## src/rtl/xrv_pkg.sv

```systemverilog
// Shared types for the xrv memory arbiter: FSM state encoding and default fairness limit.
package xrv_pkg;

  typedef enum logic [1:0] {
    IDLE     = 2'd0,
    GNT_I    = 2'd1,
    GNT_D_RD = 2'd2,
    GNT_D_WR = 2'd3
  } xrv_arb_state_t;

  localparam int FAIR_LIMIT_DEF = 4;

endpackage

```

## src/rtl/xrv_mem_arb_if.sv

```systemverilog
// Fetch, data and memory-side buses of the arbiter; slave = arbiter view, master = environment view.
interface xrv_mem_arb_if;

  logic        i_req;
  logic [31:0] i_addr;
  logic        i_ready;
  logic [31:0] i_rd_data;

  logic [31:0] d_addr;
  logic        d_wr_req;
  logic [3:0]  d_be;
  logic [31:0] d_wr_data;
  logic        d_wr_ready;
  logic        d_rd_req;
  logic        d_rd_ready;
  logic [31:0] d_rd_data;

  logic        m_req;
  logic        m_we;
  logic [31:0] m_addr;
  logic [3:0]  m_be;
  logic [31:0] m_wdata;
  logic        m_ready;
  logic [31:0] m_rdata;

  modport slave (
    input  i_req, i_addr,
    output i_ready, i_rd_data,
    input  d_addr, d_wr_req, d_be, d_wr_data, d_rd_req,
    output d_wr_ready, d_rd_ready, d_rd_data,
    output m_req, m_we, m_addr, m_be, m_wdata,
    input  m_ready, m_rdata
  );

  modport master (
    output i_req, i_addr,
    input  i_ready, i_rd_data,
    output d_addr, d_wr_req, d_be, d_wr_data, d_rd_req,
    input  d_wr_ready, d_rd_ready, d_rd_data,
    input  m_req, m_we, m_addr, m_be, m_wdata,
    output m_ready, m_rdata
  );

endinterface

```

## src/rtl/xrv_mem_arb.sv

```systemverilog
// Fetch/data arbiter onto one memory port: 1-cycle arbitration, no preemption, always via IDLE.
// Data wins unless fetch has been starved FAIR_LIMIT grants; ready is routed from m_ready.
module xrv_mem_arb
  import xrv_pkg::*;
#(
  parameter int FAIR_LIMIT = FAIR_LIMIT_DEF
) (
  input  logic           clk,
  input  logic           rstb,
  xrv_mem_arb_if.slave   bus,
  output logic           arb_busy
);

  localparam logic [3:0] L_FAIR = 4'(FAIR_LIMIT);

  xrv_arb_state_t r_state;
  xrv_arb_state_t w_state_nxt;
  logic [3:0]     r_starve;
  logic [3:0]     w_starve_nxt;
  logic           w_d_any;
  logic           w_fetch_win;

  assign w_d_any     = bus.d_wr_req | bus.d_rd_req;
  assign w_fetch_win = bus.i_req & (~w_d_any | (r_starve == L_FAIR));

  always_ff @(posedge clk or negedge rstb) begin
    if (!rstb) begin
      r_state  <= IDLE;
      r_starve <= 4'd0;
    end else begin
      r_state  <= w_state_nxt;
      r_starve <= w_starve_nxt;
    end
  end

  always_comb begin
    w_state_nxt  = r_state;
    w_starve_nxt = r_starve;
    case (r_state)
      IDLE: begin
        if (w_fetch_win) begin
          w_state_nxt  = GNT_I;
          w_starve_nxt = 4'd0;
        end else if (w_d_any) begin
          // Write wins a simultaneous read; the read simply stays pending.
          w_state_nxt = bus.d_wr_req ? GNT_D_WR : GNT_D_RD;
          if (!bus.i_req)
            w_starve_nxt = 4'd0;
          else if (r_starve >= L_FAIR)
            w_starve_nxt = L_FAIR;
          else
            w_starve_nxt = r_starve + 4'd1;
        end
      end
      default: begin
        if (bus.m_ready)
          w_state_nxt = IDLE;
      end
    endcase
  end

  assign bus.m_req      = (r_state != IDLE);
  assign bus.m_we       = (r_state == GNT_D_WR);
  assign bus.m_addr     = (r_state == GNT_I) ? bus.i_addr : bus.d_addr;
  assign bus.m_be       = (r_state == GNT_I) ? 4'hf : bus.d_be;
  assign bus.m_wdata    = bus.d_wr_data;

  assign bus.i_ready    = bus.m_ready & (r_state == GNT_I);
  assign bus.d_rd_ready = bus.m_ready & (r_state == GNT_D_RD);
  assign bus.d_wr_ready = bus.m_ready & (r_state == GNT_D_WR);
  assign bus.i_rd_data  = bus.m_rdata;
  assign bus.d_rd_data  = bus.m_rdata;

  assign arb_busy       = (r_state != IDLE);

endmodule
```

## src/flat_wrapper.sv

```systemverilog
// flat-port wrapper written by rule: the top's interface ports become plain ports
module xrv_mem_arb_flat import xrv_pkg::*;
#(
  parameter int FAIR_LIMIT = FAIR_LIMIT_DEF
)
  (clk, rstb, arb_busy, bus_i_req, bus_i_addr, bus_i_ready, bus_i_rd_data, bus_d_addr, bus_d_wr_req, bus_d_be, bus_d_wr_data, bus_d_rd_req, bus_d_wr_ready, bus_d_rd_ready, bus_d_rd_data, bus_m_req, bus_m_we, bus_m_addr, bus_m_be, bus_m_wdata, bus_m_ready, bus_m_rdata);
  xrv_mem_arb_if bus_i ();
  input  logic clk;
  input  logic rstb;
  output logic arb_busy;
  input wire logic [$bits(bus_i.i_req)-1:0] bus_i_req;
  input wire logic [$bits(bus_i.i_addr)-1:0] bus_i_addr;
  output wire logic [$bits(bus_i.i_ready)-1:0] bus_i_ready;
  output wire logic [$bits(bus_i.i_rd_data)-1:0] bus_i_rd_data;
  input wire logic [$bits(bus_i.d_addr)-1:0] bus_d_addr;
  input wire logic [$bits(bus_i.d_wr_req)-1:0] bus_d_wr_req;
  input wire logic [$bits(bus_i.d_be)-1:0] bus_d_be;
  input wire logic [$bits(bus_i.d_wr_data)-1:0] bus_d_wr_data;
  input wire logic [$bits(bus_i.d_rd_req)-1:0] bus_d_rd_req;
  output wire logic [$bits(bus_i.d_wr_ready)-1:0] bus_d_wr_ready;
  output wire logic [$bits(bus_i.d_rd_ready)-1:0] bus_d_rd_ready;
  output wire logic [$bits(bus_i.d_rd_data)-1:0] bus_d_rd_data;
  output wire logic [$bits(bus_i.m_req)-1:0] bus_m_req;
  output wire logic [$bits(bus_i.m_we)-1:0] bus_m_we;
  output wire logic [$bits(bus_i.m_addr)-1:0] bus_m_addr;
  output wire logic [$bits(bus_i.m_be)-1:0] bus_m_be;
  output wire logic [$bits(bus_i.m_wdata)-1:0] bus_m_wdata;
  input wire logic [$bits(bus_i.m_ready)-1:0] bus_m_ready;
  input wire logic [$bits(bus_i.m_rdata)-1:0] bus_m_rdata;
  assign bus_i.i_req = bus_i_req;
  assign bus_i.i_addr = bus_i_addr;
  assign bus_i_ready = bus_i.i_ready;
  assign bus_i_rd_data = bus_i.i_rd_data;
  assign bus_i.d_addr = bus_d_addr;
  assign bus_i.d_wr_req = bus_d_wr_req;
  assign bus_i.d_be = bus_d_be;
  assign bus_i.d_wr_data = bus_d_wr_data;
  assign bus_i.d_rd_req = bus_d_rd_req;
  assign bus_d_wr_ready = bus_i.d_wr_ready;
  assign bus_d_rd_ready = bus_i.d_rd_ready;
  assign bus_d_rd_data = bus_i.d_rd_data;
  assign bus_m_req = bus_i.m_req;
  assign bus_m_we = bus_i.m_we;
  assign bus_m_addr = bus_i.m_addr;
  assign bus_m_be = bus_i.m_be;
  assign bus_m_wdata = bus_i.m_wdata;
  assign bus_i.m_ready = bus_m_ready;
  assign bus_i.m_rdata = bus_m_rdata;
  xrv_mem_arb #(.FAIR_LIMIT(FAIR_LIMIT)) u_core (.clk(clk), .rstb(rstb), .bus(bus_i), .arb_busy(arb_busy));
endmodule
```

## config.mk

```make
export PLATFORM = sky130hd
export DESIGN_NAME = xrv_mem_arb_flat
export DESIGN_NICKNAME = d
export VERILOG_FILES = /design/src/rtl/xrv_pkg.sv /design/src/rtl/xrv_mem_arb_if.sv /design/src/rtl/xrv_mem_arb.sv /design/src/flat_wrapper.sv
export SDC_FILE = /design/constraint.sdc
export NUM_CORES = 1
export LEC_CHECK = 0
export CAP_MARGIN = 30
export CORE_AREA = 2 2 106 108
export DETAILED_ROUTE_END_ITERATION = 10
export DIE_AREA = 0 0 108 110
export PLACE_DENSITY_LB_ADDON = 0.3
export RECOVER_POWER = 50
export SLEW_MARGIN = 20
export SYNTH_ARGS = -nofsm -noshare
export SYNTH_HDL_FRONTEND = slang
export SYNTH_SLANG_ARGS = --single-unit
```

## constraint.sdc

```tcl
create_clock -name clk -period 1.7 [get_ports clk]
set_clock_uncertainty 0.1 [all_clocks]
set_input_delay 0.17 -clock clk [delete_from_list [all_inputs] [get_ports clk]]
set_output_delay 0.17 -clock clk [all_outputs]
set_load 0.03 [all_outputs]
```

==> results.json, run 1 <==
{
  "yosys_register_bits": 6,
  "grt_pass1_wl_um": 5561,
  "cp.arrival_ns": 1.51,
  "drtIter0Drc": 23,
  "design_power_total_mw": 3.001,
  "critPathCapture": "bus_m_be[3]",
  "violations": "negative setup slack",
  "final_layout_size_suffix_gt1_share_pct": 46.08,
  "status": "finished, violations left",
  "path_clk_slew_ns": 0.04,
  "design.die.area_mm2": 0.01188,
  "worstSetupEndpointType": "output port",
  "port_buffers": 115,
  "worst_slack_ns": -0.07879,
  "synth_area_mm2": 0.001627,
  "power_density_mw_per_mm2": 1225,
  "start_util_pct": 15.20,
  "row_count": 38,
  "drt-wirelength-per-cell_um": 12.93,
  "gp_congestion": 0.6753,
  "ant_nets": 0,
  "fmax_mhz": 562.2,
  "ys_warn_count": 0,
  "maxCapViolCount": 0,
  "area_growth_syn_to_layout_pct": 50.62,
  "hpwl_um": 3286,
  "path_class": "register to output port",
  "setup_viol": 34,
  "postRouteWirelength_um": 4447,
  "cts_made_buffers": 3,
  "r2r_start": "u_core.r_state[0]",
  "hold_violations": 0,
  "r2r_slack_ns": 0.13,
  "worstMarginPinSlew_ns": 0.2945,
  "clk_path_buf_depth": 2,
  "drt_first_pass_iters": 4,
  "path_max_fanout": 6,
  "seq_area_um2": 150.1,
  "reg2reg_depth": 7,
  "grt_overflow": 0,
  "die_width_um": 108,
  "final_common_cell": "clkdlybuf4s50_1",
  "antennaDiodeCount": 0,
  "peakVddDrop_mv": 0.9038,
  "relSlewSlack_pct": 80.16,
  "nFillCells": 1151,
  "htree_levels": 1,
  "crit_required_ns": 1.43,
  "finalSetupTns_ns": -1.850,
  "ys_types": 28,
  "first_global_vias": 1158,
  "maxSlewViolCount": 0,
  "finalNetCount": 346,
  "multi_input_area_um2": 706.9,
  "cts_hold_buf": 0,
  "grt_max_degree": 23,
  "grt_antenna_before_repair": 0,
  "rsz0062_at_grt": "true",
  "worstSkewPairLatency_ns": 0.22,
  "hp-class": "primary input to asynchronous set/reset pin",
  "drc": 0,
  "clkSinkCount": 6,
  "syn_nets": 314,
  "layout_min_cycle_time_ns": 1.779,
  "cp-startpoint": "u_core.r_state[0]",
  "reg2reg_to": "u_core.r_starve[0]",
  "syn_inst": 174,
  "grt_util_all_layers_pct": 5.847,
  "die_h_um": 110,
  "post_synth.cell_area_avg_um2": 9.348,
  "ios": 276,
  "period_share_pct": 104.6,
  "synth-seq-area-share_pct": 9.231,
  "total_leakage_power_nw": 1.061,
  "via_count": 1171,
  "vias_per_cell": 3.404,
  "clockRootBuffer": "clkbuf_8",
  "final_cell_mix": "clkdlybuf4s50_1 (73), buf_6 (33), mux2_4 (32)",
  "cp-start-kind": "register",
  "cts_tree": "built",
  "fp.coreArea_mm2": 0.01070
}
[cell usage after synthesis (all sizes together)]
cell type | count | area, um^2
and3 | 1 | 6.260
and2 | 3 | 18.77
o21ai | 1 | 5.000
and3b | 1 | 8.760
nor2 | 5 | 21.27
a22o | 2 | 17.52
nand2 | 2 | 7.510
a211oi | 1 | 7.510
o21a | 1 | 7.510
o31ai | 1 | 7.510
o21bai | 1 | 7.510
ha | 2 | 25.02
mux2 | 33 | 465.5
buf | 101 | 790.8
a21oi | 1 | 5.000
nor2b | 2 | 15.02
inv | 4 | 15.01
o211ai | 1 | 7.510
nor4 | 1 | 12.51
dfrtp | 6 | 150.1
or2 | 4 | 25.02
[repair_timing]
item                       CTS  global route
cloned                       1             3
setup endpoints to repair   35            34
setup buffers                2             3
gates resized for setup     96           167
hold endpoints to repair     0             0
[how the worst min path moves through the flow]
stage | to | slack, ns | cells after the start
after global routing | u_core.r_starve[3] | 0.13 | 1
after detailed placement | bus_m_wdata[12] | 0.24 | 0
final | u_core.r_starve[3] | 0.10 | 1
after floorplan | u_core.r_starve[0] | -0.23 | 0
after CTS | u_core.r_starve[3] | 0.12 | 1
after global placement | bus_m_wdata[12] | 0.24 | 0
[metal layers]
layer	track usage [%]	up-vias	part of all wire [%]
met2	9.659	123	45
met4	1.923	0	1.8
met1	6.327	504	37
met5	0	-	0
met3	3.351	12	16
li1	-	532	-
[area by class of cell]
| class | count | area share [%] |
|---|---|---|
| Tap cell | 140 | 7.150 |
| Inverter | 4 | 0.6129 |
| Clock buffer | 3 | 1.685 |
| Timing Repair Buffer | 128 | 55.57 |
| Sequential cell | 6 | 6.129 |
| Multi-Input combinational cell | 63 | 28.86 |
[critical path: stages (launching register included)]
cell and delay, ns:
dfrtp_1 0.37, nor2b_4 0.13, buf_12 0.14, clkbuf_16 0.15
buf_4 0.14, or2_1 0.21, buf_6 0.14
[per-stage QoR]
step	area, um^2	instances	setup WS [ns]	util, %	hold WS [ns]
finish	2450	344	-0.07879	22.90	0.1003
global placement	2227	334	-0.2691	20.82	0.2402
detailed placement	2227	334	-0.2772	20.82	0.2402
floorplan	1627	174	0.2183	-	-0.2256
global route	2450	344	-0.1369	22.90	0.1327
CTS	2341	340	-0.2454	21.88	0.1180
[report_power, final]
group	switching (mW)	leakage (nW)	internal (mW)
Sequential	0.0400	0.0770	0.194
Combinational	1.18	0.962	1.37
Clock	0.0614	0.0216	0.152
Total	1.28	1.06	1.72
[sequential cells by signal (all words and copies together), names as in the netlist]
signal and count:
u_core.r_starve 4, u_core.r_state 2
[cells by family after synthesis]
family	count (synthesis)	share of synthesized area (%)
AO/OA/AOI/OAI	9	4.000
adder cells (fa/ha/maj)	2	1.538
AND/OR/NAND/NOR	19	7.078
buffers and inverters	105	49.54
multiplexers	33	28.62
flip-flops	6	9.231
(Power assumes the default switching activity.)
==> inputs of run 2 (changes only) <==
CTS_BUF_LIST = sky130_fd_sc_hd__clkbuf_4 sky130_fd_sc_hd__clkbuf_8   (was unset)
GPL_TIMING_DRIVEN = 0   (was unset)
SETUP_SLACK_MARGIN = 0.05   (was unset)
==> run 2 against run 1 <==
Net effect:
- sequential share of layout area down 2.5 points
- cell count grew 57%
- the flow still finishes with violations (negative setup slack)
- largest cell class unchanged
- sequential power barely moved
- largest power group unchanged
- core utilization up 16 points
- combinational power grew 25%
- flip-flop and latch count did not move
- non-clock buffer count increased by 195
==> results.json, run 2 (synthesized netlist as in run 1, its figures left out) <==
{
  "reg2reg_to": "u_core.r_starve[0]",
  "postRouteWirelength_um": 6824,
  "die_width_um": 108,
  "switching_share_pct": 43.55,
  "hpwl_um": 5973,
  "total_leakage_power_nw": 1.924,
  "multi_input_area_um2": 705.7,
  "clk_path_buf_depth": 2,
  "worstSetupEndpointType": "output port",
  "seqPwrFrac_pct": 6.5,
  "via_count": 1874,
  "power_frac_comb_pct": 87.7,
  "antennaDiodeCount": 0,
  "grt_util_all_layers_pct": 9.354,
  "finalNetCount": 541,
  "crit_required_ns": 1.43,
  "hold_violations": 0,
  "fp.coreArea_mm2": 0.01070,
  "drt-wirelength-per-cell_um": 12.66,
  "layout_min_cycle_time_ns": 1.814,
  "reg2reg_depth": 6,
  "largest_reg_flops": 4,
  "grt_max_degree": 11,
  "drc": 0,
  "hp-class": "primary input to asynchronous set/reset pin",
  "p_int_mw": 2.062,
  "r2r_slack_ns": 0.26,
  "place_area_mm2": 0.003914,
  "port_buffers": 211,
  "grt_pass1_wl_um": 8935,
  "area_growth_syn_to_layout_pct": 155.5,
  "maxCapViolCount": 0,
  "nFillCells": 1066,
  "vias_per_cell": 3.477,
  "r2r_start": "u_core.r_state[0]",
  "p_sw_mw": 1.591,
  "grt_antenna_before_repair": 0,
  "final_layout_size_suffix_gt1_share_pct": 48.87,
  "cts_hold_buf": 0,
  "grt_overflow": 0,
  "relSlewSlack_pct": 64.90,
  "final_common_cell": "clkdlybuf4s50_1",
  "gp_congestion": 0.7420,
  "fin_cells": 539,
  "ant_nets": 0,
  "hold_slack_ns": 0.1725,
  "design_power_total_mw": 3.653,
  "path_cells": "nor2b_4 -> buf_12 -> clkbuf_16 -> mux2_4 -> buf_6",
  "violations": "negative setup slack",
  "die_h_um": 110,
  "htree_levels": 1,
  "slowest_stage": "dfrtp_2",
  "cts_tree": "built",
  "drtIter0Drc": 28,
  "regMostFlops": "u_core.r_starve",
  "maxSlewViolCount": 0,
  "path_class": "register to output port",
  "fmax_mhz": 551.3,
  "setup_viol": 36,
  "max_stage_delay_ns": 0.42,
  "status": "finished, violations left",
  "place_inst": 525,
  "first_global_vias": 1663,
  "design.die.area_mm2": 0.01188,
  "ios": 276,
  "power_density_mw_per_mm2": 878.9,
  "drt_first_pass_iters": 4,
  "clkPwrFrac_pct": 5.8,
  "worstMarginPinSlew_ns": 0.5220,
  "final_cell_mix": "clkdlybuf4s50_1 (118), buf_4 (104), dlygate4sd3_1 (51)",
  "clockRootBuffer": "clkbuf_8",
  "worst_slack_ns": -0.1139,
  "cp-start-kind": "register",
  "clkSinkCount": 6,
  "worstSkewPairLatency_ns": 0.22,
  "final_cell_area_mm2": 0.004156,
  "path_max_fanout": 8,
  "cp.arrival_ns": 1.54,
  "path_clk_slew_ns": 0.04,
  "peakVddDrop_mv": 0.8067,
  "top_regs": "u_core.r_starve x4, u_core.r_state x2",
  "start_util_pct": 15.20,
  "cts_made_buffers": 3,
  "seq_area_um2": 151.4,
  "period_share_pct": 106.7,
  "rsz0062_at_grt": "true",
  "pre_cts_ws_ns": -0.4789,
  "row_count": 38
}
run 2: repair_timing:
item,CTS,global route
buffers inserted,6,3
resized for setup,283,14
setup endpoints to repair,42,38
gates cloned,3,1
pin swaps,1,1
run 2: layer usage:
metal  global-route usage (%)  routed length (um)  up-vias
met2                    19.00                3963      108
met1                    9.866                2104      841
li1                         -                   -      921
met3                    1.999                 715        4
met4                    1.740                  41        0
met5                        0                   0        -
run 2: how the worst max path moves through the flow:
stage                                end         startpoint  slack [ns]  cells past startpoint
after floorplan           bus_m_addr[18]  u_core.r_state[0]        0.22                      4
after global placement    bus_m_addr[21]  u_core.r_state[0]       -0.48                      5
after detailed placement  bus_m_addr[21]  u_core.r_state[0]       -0.48                      5
after CTS                 bus_m_addr[16]  u_core.r_state[1]       -0.12                      5
after global routing      bus_m_addr[10]  u_core.r_state[1]       -0.17                      5
final                     bus_m_addr[15]  u_core.r_state[1]       -0.11                      5
run 2: cell type report:
class,count,area share (%)
Sequential cell,6,3.642
Tap cell,140,4.214
Timing Repair Buffer,222,54.49
Multi-Input combinational cell,63,16.98
Buffer,101,19.33
Clock buffer,3,0.9934
Inverter,4,0.3612
run 2: per-stage QoR:
| step | TNS (ns) | utilization (%) |
|---|---|---|
| 2_1_floorplan | 0 | - |
| 3_3_place_gp | -15.56 | 36.58 |
| 3_5_place_dp | -15.37 | 36.58 |
| 4_1_cts | -3.399 | 38.70 |
| 5_1_grt | -4.850 | 38.85 |
| 6_report | -2.768 | 38.85 |
run 2: power by group through the flow:
stage | Sequential [mW] | Combinational (mW) | Clock (mW)
2_1_floorplan | 0.242 | 1.81 | 0
3_3_place_gp | 0.253 | 2.82 | 0
3_5_place_dp | 0.254 | 2.83 | 0
4_1_cts | 0.237 | 3.23 | 0.223
5_1_grt | 0.245 | 3.37 | 0.232
6_report | 0.237 | 3.20 | 0.213
run 2: worst max-delay path, delay by kind of cell, from the launching register on:
kind                   cells  cell delay, ns
flip-flops                 1            0.42
multiplexers               1            0.30
buffers and inverters      3            0.45
AND/OR/NAND/NOR            1            0.15
